--- config.mk ---
export PLATFORM = sky130hd
export DESIGN_NAME = imem_loader_flat
export DESIGN_NICKNAME = d
export VERILOG_FILES = /design/src/rtl/imem_loader_if.sv /design/src/rtl/imem_loader.sv /design/src/flat_wrapper.sv
export SDC_FILE = /design/constraint.sdc
export NUM_CORES = 1
export LEC_CHECK = 0
export ABC_AREA = 0
export CAP_MARGIN = 20
export CORE_ASPECT_RATIO = 2
export CORE_UTILIZATION = 45
export DETAILED_ROUTE_END_ITERATION = 16
export PLACE_DENSITY = 0.65
export RECOVER_POWER = 100
export SETUP_SLACK_MARGIN = 0.15
export SLEW_MARGIN = 20
export SYNTH_ARGS = -nofsm -noshare
export SYNTH_HDL_FRONTEND = slang
export SYNTH_SLANG_ARGS = --single-unit
--- constraint.sdc ---
create_clock -name clk -period 3.8 [get_ports clk]
set_input_delay 0.38 -clock clk [delete_from_list [all_inputs] [get_ports clk]]
set_output_delay 0.38 -clock clk [all_outputs]
set_load 0.1 [all_outputs]
--- src/rtl/imem_loader_if.sv ---
// Byte-stream ingress and instruction-memory write port of the loader.
// master = loader side, slave = stream source / memory side.
interface imem_loader_if;
    logic        byte_valid;
    logic [7:0]  byte_data;
    logic        byte_ready;
    logic        mem_we;
    logic [31:0] mem_addr;
    logic [31:0] mem_wdata;

    modport master (
        input  byte_valid, byte_data,
        output byte_ready, mem_we, mem_addr, mem_wdata
    );

    modport slave (
        output byte_valid, byte_data,
        input  byte_ready, mem_we, mem_addr, mem_wdata
    );
endinterface

--- src/rtl/imem_loader.sv ---
// imem_loader: packs a header-prefixed byte stream into 32-bit LE instruction words, holding the CPU meanwhile.
// Optional macro IMEM_LOADER_CHECKSUM_EN adds a trailing 8-bit checksum byte after the data words.
module imem_loader #(
    parameter int DEPTH = 1024,
    parameter int CNT_W = 32
) (
    input  logic          clk,
    input  logic          rst,
    input  logic          start,
    imem_loader_if.master bus,
    output logic          busy,
    output logic          done,
    output logic          error,
    output logic          cpu_hold
);

`ifdef IMEM_LOADER_CHECKSUM_EN
    typedef enum logic [2:0] {S_IDLE, S_HDR, S_DATA, S_CSUM, S_DONE} state_t;
    localparam state_t S_END = S_CSUM;
`else
    typedef enum logic [2:0] {S_IDLE, S_HDR, S_DATA, S_DONE} state_t;
    localparam state_t S_END = S_DONE;
`endif

    state_t           state, state_nxt;
    logic [1:0]       byte_idx;
    logic [CNT_W-1:0] word_idx;
    logic [31:0]      hdr;
    logic [23:0]      wbuf;
    logic             err_q;
    logic             ready, accept, start_ok, last_byte, last_word, overflow;
    logic [31:0]      hdr_nxt, word_nxt;
    logic [CNT_W-1:0] n_words;
`ifdef IMEM_LOADER_CHECKSUM_EN
    logic [7:0]       csum;
`endif

`ifdef IMEM_LOADER_CHECKSUM_EN
    assign ready = (state == S_HDR) || (state == S_DATA) || (state == S_CSUM);
`else
    assign ready = (state == S_HDR) || (state == S_DATA);
`endif
    assign accept    = bus.byte_valid && ready;
    assign last_byte = (byte_idx == 2'd3);

    // Both header and data words shift in from the top so the first byte lands in bits [7:0].
    assign hdr_nxt   = {bus.byte_data, hdr[31:8]};
    assign word_nxt  = {bus.byte_data, wbuf};
    assign n_words   = CNT_W'(hdr);
    assign last_word = (word_idx == n_words - CNT_W'(1));
    assign overflow  = (word_idx >= CNT_W'(DEPTH));

    assign bus.byte_ready = ready;
    assign busy           = ready;
    assign cpu_hold       = ready;
    assign done           = (state == S_DONE);
    assign error          = err_q;

    always_ff @(posedge clk) begin
        if (rst) state <= S_IDLE;
        else     state <= state_nxt;
    end

    always_comb begin
        state_nxt = state;
        start_ok  = 1'b0;
        case (state)
            S_IDLE, S_DONE: begin
                if (start) begin
                    state_nxt = S_HDR;
                    start_ok  = 1'b1;
                end
            end
            S_HDR: begin
                if (accept && last_byte)
                    state_nxt = (CNT_W'(hdr_nxt) == '0) ? S_END : S_DATA;
            end
            S_DATA: begin
                if (accept && last_byte && last_word) state_nxt = S_END;
            end
`ifdef IMEM_LOADER_CHECKSUM_EN
            S_CSUM: begin
                if (accept) state_nxt = S_DONE;
            end
`endif
            default: state_nxt = S_IDLE;
        endcase
    end

    always_ff @(posedge clk) begin
        if (rst) begin
            byte_idx      <= '0;
            word_idx      <= '0;
            hdr           <= '0;
            wbuf          <= '0;
            err_q         <= 1'b0;
            bus.mem_we    <= 1'b0;
            bus.mem_addr  <= '0;
            bus.mem_wdata <= '0;
`ifdef IMEM_LOADER_CHECKSUM_EN
            csum          <= '0;
`endif
        end else begin
            bus.mem_we <= 1'b0;
            if (start_ok) begin
                byte_idx <= '0;
                word_idx <= '0;
                hdr      <= '0;
                wbuf     <= '0;
                err_q    <= 1'b0;
`ifdef IMEM_LOADER_CHECKSUM_EN
                csum     <= '0;
`endif
            end else if (accept) begin
                case (state)
                    S_HDR: begin
                        hdr      <= hdr_nxt;
                        byte_idx <= byte_idx + 2'd1;
                    end
                    S_DATA: begin
                        wbuf     <= word_nxt[31:8];
                        byte_idx <= byte_idx + 2'd1;
`ifdef IMEM_LOADER_CHECKSUM_EN
                        csum     <= csum + bus.byte_data;
`endif
                        // Out-of-range words are still consumed so the stream stays in step.
                        if (last_byte) begin
                            word_idx <= word_idx + CNT_W'(1);
                            if (overflow) begin
                                err_q <= 1'b1;
                            end else begin
                                bus.mem_we    <= 1'b1;
                                bus.mem_addr  <= 32'(word_idx) << 2;
                                bus.mem_wdata <= word_nxt;
                            end
                        end
                    end
`ifdef IMEM_LOADER_CHECKSUM_EN
                    S_CSUM: begin
                        if (8'(csum + bus.byte_data) != 8'd0) err_q <= 1'b1;
                    end
`endif
                    default: ;
                endcase
            end
        end
    end

    a_addr_aligned: assert property (@(posedge clk) disable iff (rst) bus.mem_addr[1:0] == 2'b00);
    a_done_idle:    assert property (@(posedge clk) disable iff (rst) !(done && busy));
    a_we_session:   assert property (@(posedge clk) disable iff (rst) bus.mem_we |-> state != S_IDLE);

endmodule

--- src/flat_wrapper.sv ---
// flat-port wrapper written by rule: the top's interface ports become plain ports
module imem_loader_flat 
#(
    parameter int DEPTH = 1024,
    parameter int CNT_W = 32
)
  (clk, rst, start, busy, done, error, cpu_hold, bus_byte_valid, bus_byte_data, bus_byte_ready, bus_mem_we, bus_mem_addr, bus_mem_wdata);
  imem_loader_if bus_i ();
  input  logic clk;
  input  logic rst;
  input  logic start;
  output logic busy;
  output logic done;
  output logic error;
  output logic cpu_hold;
  input wire logic [$bits(bus_i.byte_valid)-1:0] bus_byte_valid;
  input wire logic [$bits(bus_i.byte_data)-1:0] bus_byte_data;
  output wire logic [$bits(bus_i.byte_ready)-1:0] bus_byte_ready;
  output wire logic [$bits(bus_i.mem_we)-1:0] bus_mem_we;
  output wire logic [$bits(bus_i.mem_addr)-1:0] bus_mem_addr;
  output wire logic [$bits(bus_i.mem_wdata)-1:0] bus_mem_wdata;
  assign bus_i.byte_valid = bus_byte_valid;
  assign bus_i.byte_data = bus_byte_data;
  assign bus_byte_ready = bus_i.byte_ready;
  assign bus_mem_we = bus_i.mem_we;
  assign bus_mem_addr = bus_i.mem_addr;
  assign bus_mem_wdata = bus_i.mem_wdata;
  imem_loader #(.DEPTH(DEPTH), .CNT_W(CNT_W)) u_core (.clk(clk), .rst(rst), .start(start), .bus(bus_i), .busy(busy), .done(done), .error(error), .cpu_hold(cpu_hold));
endmodule
# [After elaboration in Yosys (flattened, before gate mapping)]
# Index checks and enable logic that the tools add are counted.
[word_totals] regBits=157 output_inout_bits=70 elab_cells=51
[classes] add_sub_neg=3 order_cmp=1 eq_ne=8 muxes=8 bitwise_logic=5 n_reduce_logical=17
[op_table] operator="$add 32x1->32 const B" n=1
[op_table] operator="$eq 32x32->1" n=1
[op_table] operator="$ge 32x11->1 const B" n=1
[op_table] operator="$logic_not 32->1" n=1
[op_table] operator="$sub 32x1->32 const B" n=1
[op_table] operator="$mux 3" n=3
[op_table] operator="$pmux 3 s3" n=1
[op_table] operator="$eq 3x2->1 const B" n=2
[op_table] operator="$ne 2x2->1 const B" n=3
[op_table] operator="$reduce_and 2->1" n=3
[op_table] operator="$reduce_and 3->1" n=2
[op_table] operator="$reduce_or 2->1" n=3
[op_table] operator="$not 1->1" n=5
[op_table] operator="$reduce_and 5->1" n=1
[op_table] operator="$reduce_or 5->1" n=1
[op_table] operator="$mux 1" n=4
[op_table] operator="$reduce_and 4->1" n=1
[op_table] operator="$eq 3x1->1 const B" n=1
[op_table] operator="$logic_and 1x1->1" n=3
[op_table] operator="$logic_not 3->1" n=1
[op_table] operator="$add 2x1->2 const B" n=1
[op_table] operator="$eq 2x2->1 const B" n=1
[op_table] operator="$logic_or 1x1->1" n=1

# [Depth between registers and ports, before layout]
# Gate-level depths: netlist of the first run.
[logic_depth] depth_word=7 ltp_mapped=12 ltp_nobuf=10

# [Worst setup path after synthesis of the first run]
# No wires, ideal clock.
[synth_timing] path_type="reg2reg" from="register u_core.state[0]" to="register u_core.word_idx[30]" setup_time_ns=0.070 arrival_time_ns=2.546 required_ns=3.730 path_slack_ns=1.184 path_stages_with_launch=12 path_buffers=2 period_less_slack_ns=2.616 path_cell_list="dfxtp_1 > inv_1 > ha_1 > and4b_1 > clkbuf_1 > and3_1 > and3_1 > and2_1 > clkbuf_1 > nand3_1 > or3_1 > a21oi_1"
[synth_between] elab_chain_cells=4 word_cells_on_any_way=10 classes_between="eq/ne (3); mux (1); reduce/logical (6)"
[synth_lines] element="start: declaration" line="imem_loader.sv:25" rtl="state_t state, state_nxt;"
[synth_lines] element="start signal: assignment" line="imem_loader.sv:61" rtl="else state <= state_nxt;"
[synth_lines] element="$eq 3x2->1, or another cell as far along" line="imem_loader.sv:67" rtl="case (state)"
[synth_lines] element="$reduce_or 2->1 or $logic_or 1x1->1 (tied branches)" line="imem_loader.sv:67, imem_loader.sv:41"
[synth_lines] element="$mux 1 or $logic_and 1x1->1 (tied branches)" line="imem_loader.sv:67, imem_loader.sv:43"
[synth_lines] element="$reduce_or 2->1 (no source line) or $reduce_and 3->1 (tied branches)"
[synth_lines] element="end signal: assignment" line="imem_loader.sv:128" rtl="word_idx <= word_idx + CNT_W'(1);"
[synth_lines] element="end: declaration" line="imem_loader.sv:27" rtl="logic [CNT_W-1:0] word_idx;"
# Several ways; a longest one is shown, not always the timed one.
# A chain may end at the register's enable or synchronous reset.

# [Final worst setup path of the first run]
[layout_timing] from="register u_core.hdr[2]" to="register u_core.state[0]"
[layout_between] elab_chain_cells=5
[layout_lines] element="start: declaration" line="imem_loader.sv:28" rtl="logic [31:0] hdr;"
[layout_lines] element="start signal: assignment" line="imem_loader.sv:117" rtl="hdr <= hdr_nxt;"
[layout_lines] element="$sub 32x1->32" line="imem_loader.sv:50" rtl="assign last_word = (word_idx == n_words - CNT_W'(1));"
[layout_lines] element="$eq 32x32->1" line="imem_loader.sv:50"
[layout_lines] element="$logic_and 1x1->1" line="imem_loader.sv:79" rtl="if (accept && last_byte && last_word) state_nxt = S_END;"
[layout_lines] element="$ne 2x2->1 (no source line)"
[layout_lines] element="$reduce_and 3->1 (no source line)"
# Every way passes these cells.

==> flow_metrics.env, run 1 <==
export IMPL_maxSlewViolCount=39
export IMPL_dp_cells=1075
export IMPL_antenna_left=0
export IMPL_drt_total_wl_mm=16.9
export IMPL_multi_input_area_um2=3430
export IMPL_worstMarginPinSlew_ns=1.57
export IMPL_cts_made_buffers=17
export IMPL_dpl_hpwl_mm=12.2
export IMPL_cts_hold_buf=0
export IMPL_avgSynthCellArea_um2=8.06
export IMPL_diodes=0
export IMPL_ys_types=53
export IMPL_gp_congestion=0.900
export IMPL_grt_pass1_wl_mm=27.5
export IMPL_final_cell_mix="nand2_1 (225), dfxtp_1 (156), a21oi_1 (109)"
export IMPL_synth_main_ff_cell="dfxtp_1"
export IMPL_cts_reportedPaths_clkPinSlew_ns=0.06
export IMPL_rsz0062_at_grt="no"
export IMPL_whs_ns=0.398
export IMPL_dr_total_vias=5804
export IMPL_die_w_um=89.2
export IMPL_yosys_area_top_type_share=0.456
export IMPL_post_drt_wl_per_cell_um=15.3
export IMPL_nNetsFinal=918
export IMPL_postCtsSetupBuffers=0
export IMPL_area_delta_synth_final_pct=21.1
export IMPL_drc=0
export IMPL_final_hold_violation_count=0
export IMPL_run_status="complete, but fails checks"
export IMPL_io_pins=82
export IMPL_path_buf_inv=0
export IMPL_die_h_um=176
export IMPL_synth_edf_count=0
export IMPL_yosysWarnings=0
export IMPL_crit_type="reg2reg"
export IMPL_met3_length_um=516
export IMPL_end_kind="flip-flop"
export IMPL_layout_min_cycle_time_ns=2.97
export IMPL_power_density_nw_per_um2=493
export IMPL_dieArea_um2=15700
export IMPL_clock_sinks=156
export IMPL_crit_path_max_fanout=15
export IMPL_cts_resized=0
export IMPL_drive_above_1_share=0.0603
export IMPL_final_common_cell="nand2_1"
export IMPL_dpl_cell_area_um2=7720
export IMPL_yosysTopAreaCell="dfxtp_1"
export IMPL_p_leak_uw=0.00305
export IMPL_core_area_um2=14800
export IMPL_startpoint_type="flip-flop"
export IMPL_final_period_utilization=0.782
export IMPL_rows=63
export IMPL_initial_core_util=0.462
export IMPL_finClkSkew_ns=0.00929
export IMPL_antenna_found_initial=0
export IMPL_grt_overflow=0
export IMPL_viasPerCell=5.24
export IMPL_path_cells="nor4_4, nand3_1, or3_1, o31a_1, a2111oi_2, and4_1, nand4_1, a211oi_1"
export IMPL_syn_inst=849
export IMPL_wl_met2_mm=9.42
export IMPL_holdCritPathClass="in2reg"
export IMPL_async_flop_share=0
export IMPL_top_layer_used="met4"
export IMPL_globalRouteTotalUtil=0.231
export IMPL_cts_tree="yes"
export IMPL_worstPathArrival_ns=3.32
export IMPL_yosysSeqAreaShare=0.456
export IMPL_fmax_ghz=0.336
export IMPL_dr_pass1_iters=4
export IMPL_slowest_stage="or3_1"
export IMPL_final_cells=1107
export IMPL_drt_met1_wl_mm=6.18
export IMPL_fin_total_pwr_uw=4090
export IMPL_setup_viol=0
export IMPL_regArea_um2=3120
export IMPL_fillers=1489
export IMPL_crit_family="simple AND/OR/NAND/NOR gates"
export IMPL_clockBufferDepth=2
export IMPL_violations="max-capacitance violations, max-slew violations"
export IMPL_ys_top_cells_by_area="dfxtp_1 (46%), nand2_1 (12%), a21oi_1 (8.0%)"
export IMPL_slew_headroom=-0.0441
export IMPL_required_ns=4.15
export IMPL_numPortBuffers=79
export IMPL_grt_pass1_vias=5575
export IMPL_maxCapViolations=1
export IMPL_htreeDepth=4
export IMPL_syn_area_um2=6850
export IMPL_synth_seq_cells=156
export IMPL_vdd_drop_max_mv=0.365
export IMPL_fin_area_um2=8290
export IMPL_grt_start_max_net_pins=54
export IMPL_cts_root_buffer="clkbuf_16"
export IMPL_tns_ns=0
export IMPL_slowest_delay_ns=0.50
export IMPL_worstSkewPairLatency_ns=0.43
export IMPL_drt_iter0_markers=203
through the flow:
| stage | worst slack [ns] | util |
|---|---|---|
| after global routing | 0.593 | 0.559 |
| after global placement | 1.00 | 0.521 |
| after detailed placement | 0.936 | 0.521 |
| after CTS | 0.880 | 0.560 |
| final | 0.827 | 0.559 |
| after floorplan | 1.18 | - |
power by group:
part / switching [µW] / total (µW) / leakage, µW / internal [µW]
clock network: 702 / 1690 / 0.000276 / 987
registers: 28.1 / 1690 / 0.00126 / 1660
logic: 546 / 707 / 0.00152 / 161
per-layer routing:
| layer | vias to the layer above | track usage |
|---|---|---|
| met5 | - | 0 |
| met2 | 149 | 0.432 |
| met3 | 47 | 0.0341 |
| met4 | 0 | 0.134 |
| met1 | 2673 | 0.230 |
| li1 | 2935 | - |
worst paths after layout:
| kind | startpoint | cells past startpoint | slack, ns | to |
|---|---|---|---|---|
| worst max-delay path | u_core.hdr[2] | 8 | 0.83 | u_core.state[0] |
| worst min-delay path | rst | 2 | 0.40 | u_core.bus.mem_wdata[5] |
| worst max register to register | u_core.hdr[2] | 8 | 0.83 | u_core.state[0] |
| worst min register to register | u_core.bus.mem_wdata[6] | 2 | 0.45 | u_core.bus.mem_wdata[6] |
cells in the mapped netlist, types with 6 or more instances:
cell,instances
a21oi_1,109
and2_1,26
and3_1,6
clkbuf_1,47
dfxtp_1,156
ha_1,7
inv_1,12
nand2_1,225
nand3_1,11
nand4_1,13
nor2_1,48
nor3_1,10
nor4_1,17
o21ai_0,12
or3_1,12
xnor2_1,44
xor2_1,26
kinds of logic after synthesis:
kind of cell               Yosys count  share of synthesized area
muxes                                4                    0.00603
other                                1                   0.000548
AOI/OAI and AO/OA                  139                      0.111
DFF                                156                      0.456
and+or+nand+nor                    402                      0.282
buffers and inverters               70                     0.0420
adders and majority gates            7                     0.0128
xor gates and xnor gates            70                     0.0896
registers in the layout, indices dropped and copies added (netlist names):
name                  flops
u_core.byte_idx           2
u_core.word_idx          32
u_core.bus.mem_wdata     32
u_core.hdr               32
u_core.error              1
u_core.bus.mem_we         1
u_core.state              2
u_core.bus.mem_addr      30
u_core.wbuf              24
layout make-up:
class	count	area share
clock buffers	19	0.0534
clock inverters	13	0.0174
flip-flops and latches	156	0.377
multi-input cells	624	0.414
repair buffers	88	0.103
well taps	195	0.0294
inverters	12	0.00543
No activity file was read; power rests on OpenSTA's default activity.
==> run 2, diff against run 1 <==
Clock period 3.8 ns to 2.8 ns, I/O delays scaled along.
==> run 2 against run 1 <==
  * Via count up 2.7%
  * Wire length up 4.4%
  * Critical path depth up 2
  * The flow now finishes without violations
  * Final cell count up 1.9%
  * Critical path type unchanged
  * Register-to-register slack worse by 0.59 ns
  * Sequential share of layout area up 0.99 points
  * Final area down 2.6%
==> flow_metrics.env, run 2 (same netlist as run 1, synthesis figures left out) <==
export IMPL_run_status="finished, final reports clean"
export IMPL_viasPerCell=5.29
export IMPL_slowest_stage="dfxtp_1"
export IMPL_place_ws_ns=0.150
export IMPL_grt_overflow=0
export IMPL_drt_total_wl_mm=17.7
export IMPL_end_kind="flip-flop"
export IMPL_crit_type="reg2reg"
export IMPL_dp_cells=1090
export IMPL_area_delta_synth_final_pct=18.0
export IMPL_die_h_um=176
export IMPL_crit_family="simple AND/OR/NAND/NOR gates"
export IMPL_hold_depth=2
export IMPL_core_area_um2=14800
export IMPL_path_common_cell="and3_1"
export IMPL_post_drt_wl_per_cell_um=15.7
export IMPL_worst_r2r_cell_count=10
export IMPL_rsz0062_at_grt="no"
export IMPL_dr_pass1_iters=5
export IMPL_initial_core_util=0.462
export IMPL_gp_congestion=0.867
export IMPL_multi_input_area_um2=3510
export IMPL_setup_ws_ns=0.236
export IMPL_antenna_found_initial=0
export IMPL_worstSkewPairLatency_ns=0.43
export IMPL_reg2reg_from="u_core.state[0]"
export IMPL_cts_tree="yes"
export IMPL_dpl_hpwl_mm=12.7
export IMPL_slew_headroom=0.188
export IMPL_clock_sinks=156
export IMPL_diodes=0
export IMPL_final_period_utilization=0.916
export IMPL_p_leak_uw=0.00281
export IMPL_vdd_drop_max_mv=0.508
export IMPL_grt_pass1_wl_mm=28.1
export IMPL_io_pins=82
export IMPL_drt_iter0_markers=180
export IMPL_reg_largest_list="u_core.bus.mem_wdata: 32 flops, u_core.hdr: 32 flops, u_core.word_idx: 32 flops"
export IMPL_r2r_end="u_core.word_idx[20]"
export IMPL_die_w_um=89.2
export IMPL_htreeDepth=4
export IMPL_cts_made_buffers=17
export IMPL_worstMarginPinSlew_ns=1.22
export IMPL_required_ns=3.14
export IMPL_finClkSkew_ns=0.0134
export IMPL_holdCritPathClass="in2reg"
export IMPL_grt_start_max_net_pins=52
export IMPL_numPortBuffers=79
export IMPL_final_cell_mix="nand2_1 (224), dfxtp_1 (156), a21oi_1 (109)"
export IMPL_drc=0
export IMPL_clockBufferDepth=2
export IMPL_layout_min_cycle_time_ns=2.56
export IMPL_slowest_delay_ns=0.38
export IMPL_fillers=1513
export IMPL_cts_hold_buf=0
export IMPL_worstPathArrival_ns=2.91
export IMPL_cts_root_buffer="clkbuf_16"
export IMPL_path_buf_inv=2
export IMPL_drive_above_1_share=0.0932
export IMPL_post_route_util=0.545
export IMPL_crit_path_max_fanout=5
export IMPL_cts_reportedPaths_clkPinSlew_ns=0.07
export IMPL_final_cells=1128
export IMPL_antenna_left=0
export IMPL_fmax_ghz=0.390
export IMPL_grt_pass1_vias=5590
export IMPL_power_density_nw_per_um2=680
export IMPL_rows=63
export IMPL_path_cells="inv_1, ha_1, and4b_1, and3_1, and3_1, and2_2, clkbuf_1, nand2_1, or2_2, a21oi_1"
export IMPL_dr_total_vias=5962
export IMPL_final_common_cell="nand2_1"
export IMPL_tns_ns=0
export IMPL_setup_viol=0
export IMPL_nNetsFinal=939
export IMPL_globalRouteTotalUtil=0.238
export IMPL_regArea_um2=3120
export IMPL_worst_r2r_setup_slack_ns=0.24
export IMPL_startpoint_type="flip-flop"
export IMPL_maxCapViolations=0
export IMPL_maxSlewViolCount=0
export IMPL_worstHoldEndpoint="u_core.bus.mem_we"
export IMPL_hold_start="rst"
export IMPL_dieArea_um2=15700
export IMPL_final_hold_violation_count=0
==> run 2: worst reg2reg max path: stages (launching register included) <==
cell and delay, ns:
dfxtp_1 0.38, inv_1 0.06, ha_1 0.34, and4b_1 0.33, and3_1 0.22, and3_1 0.23
and2_2 0.23, clkbuf_1 0.21, nand2_1 0.09, or2_2 0.27, a21oi_1 0.13
==> run 2: final cells by class <==
class                      instances  area share
multi-input combinational        624       0.435
timing repair buffer             109      0.0710
sequential                       156       0.387
inverter                          12     0.00558
clock buffer                      18      0.0531
tap                              195      0.0302
clock inverter                    14      0.0184
==> run 2: stage by stage <==
stage	power [µW]	hold slack, ns	cell area [µm²]
final	5490	0.271	8080
after global routing	5710	0.297	8080
after CTS	5590	0.263	8250
after detailed placement	3320	0.444	7660
after global placement	3320	0.438	7660
after floorplan	3130	0.416	6850
==> run 2: how the worst max path moves through the flow <==
stage / cells past startpoint / to / slack (ns) / startpoint
2_1_floorplan: 11 / u_core.word_idx[30] / 0.18 / u_core.state[0]
3_3_place_gp: 9 / u_core.state[0] / 0.21 / bus_byte_valid
3_5_place_dp: 8 / u_core.state[0] / 0.15 / u_core.hdr[11]
4_1_cts: 8 / u_core.state[0] / 0.15 / u_core.hdr[8]
5_1_grt: 7 / u_core.bus.mem_addr[21] / 0.08 / u_core.state[0]
6_report: 10 / u_core.word_idx[20] / 0.24 / u_core.state[0]
==> run 2: layer usage <==
layer / part of all wire / global-route usage / vias to the layer above
met5: 0 / 0 / -
met4: 0.056 / 0.153 / 0
met3: 0.031 / 0.0383 / 55
met2: 0.55 / 0.443 / 148
met1: 0.36 / 0.232 / 2773
li1: - / - / 2986
==> run 2: where the power goes <==
| group | switching, µW | internal [µW] | total, µW |
|---|---|---|---|
| clock | 1000 | 1260 | 2260 |
| combinational | 748 | 187 | 935 |
| sequential | 35.6 | 2250 | 2290 |
| total | 1790 | 3700 | 5490 |
==> run 2: timing repair <==
| item | in CTS | in global routing |
|---|---|---|
| setup buffers | 0 | 6 |
| resized for setup | 2 | 13 |
| pin swaps | 0 | 4 |
| endpoints found under the setup margin | 2 | 5 |
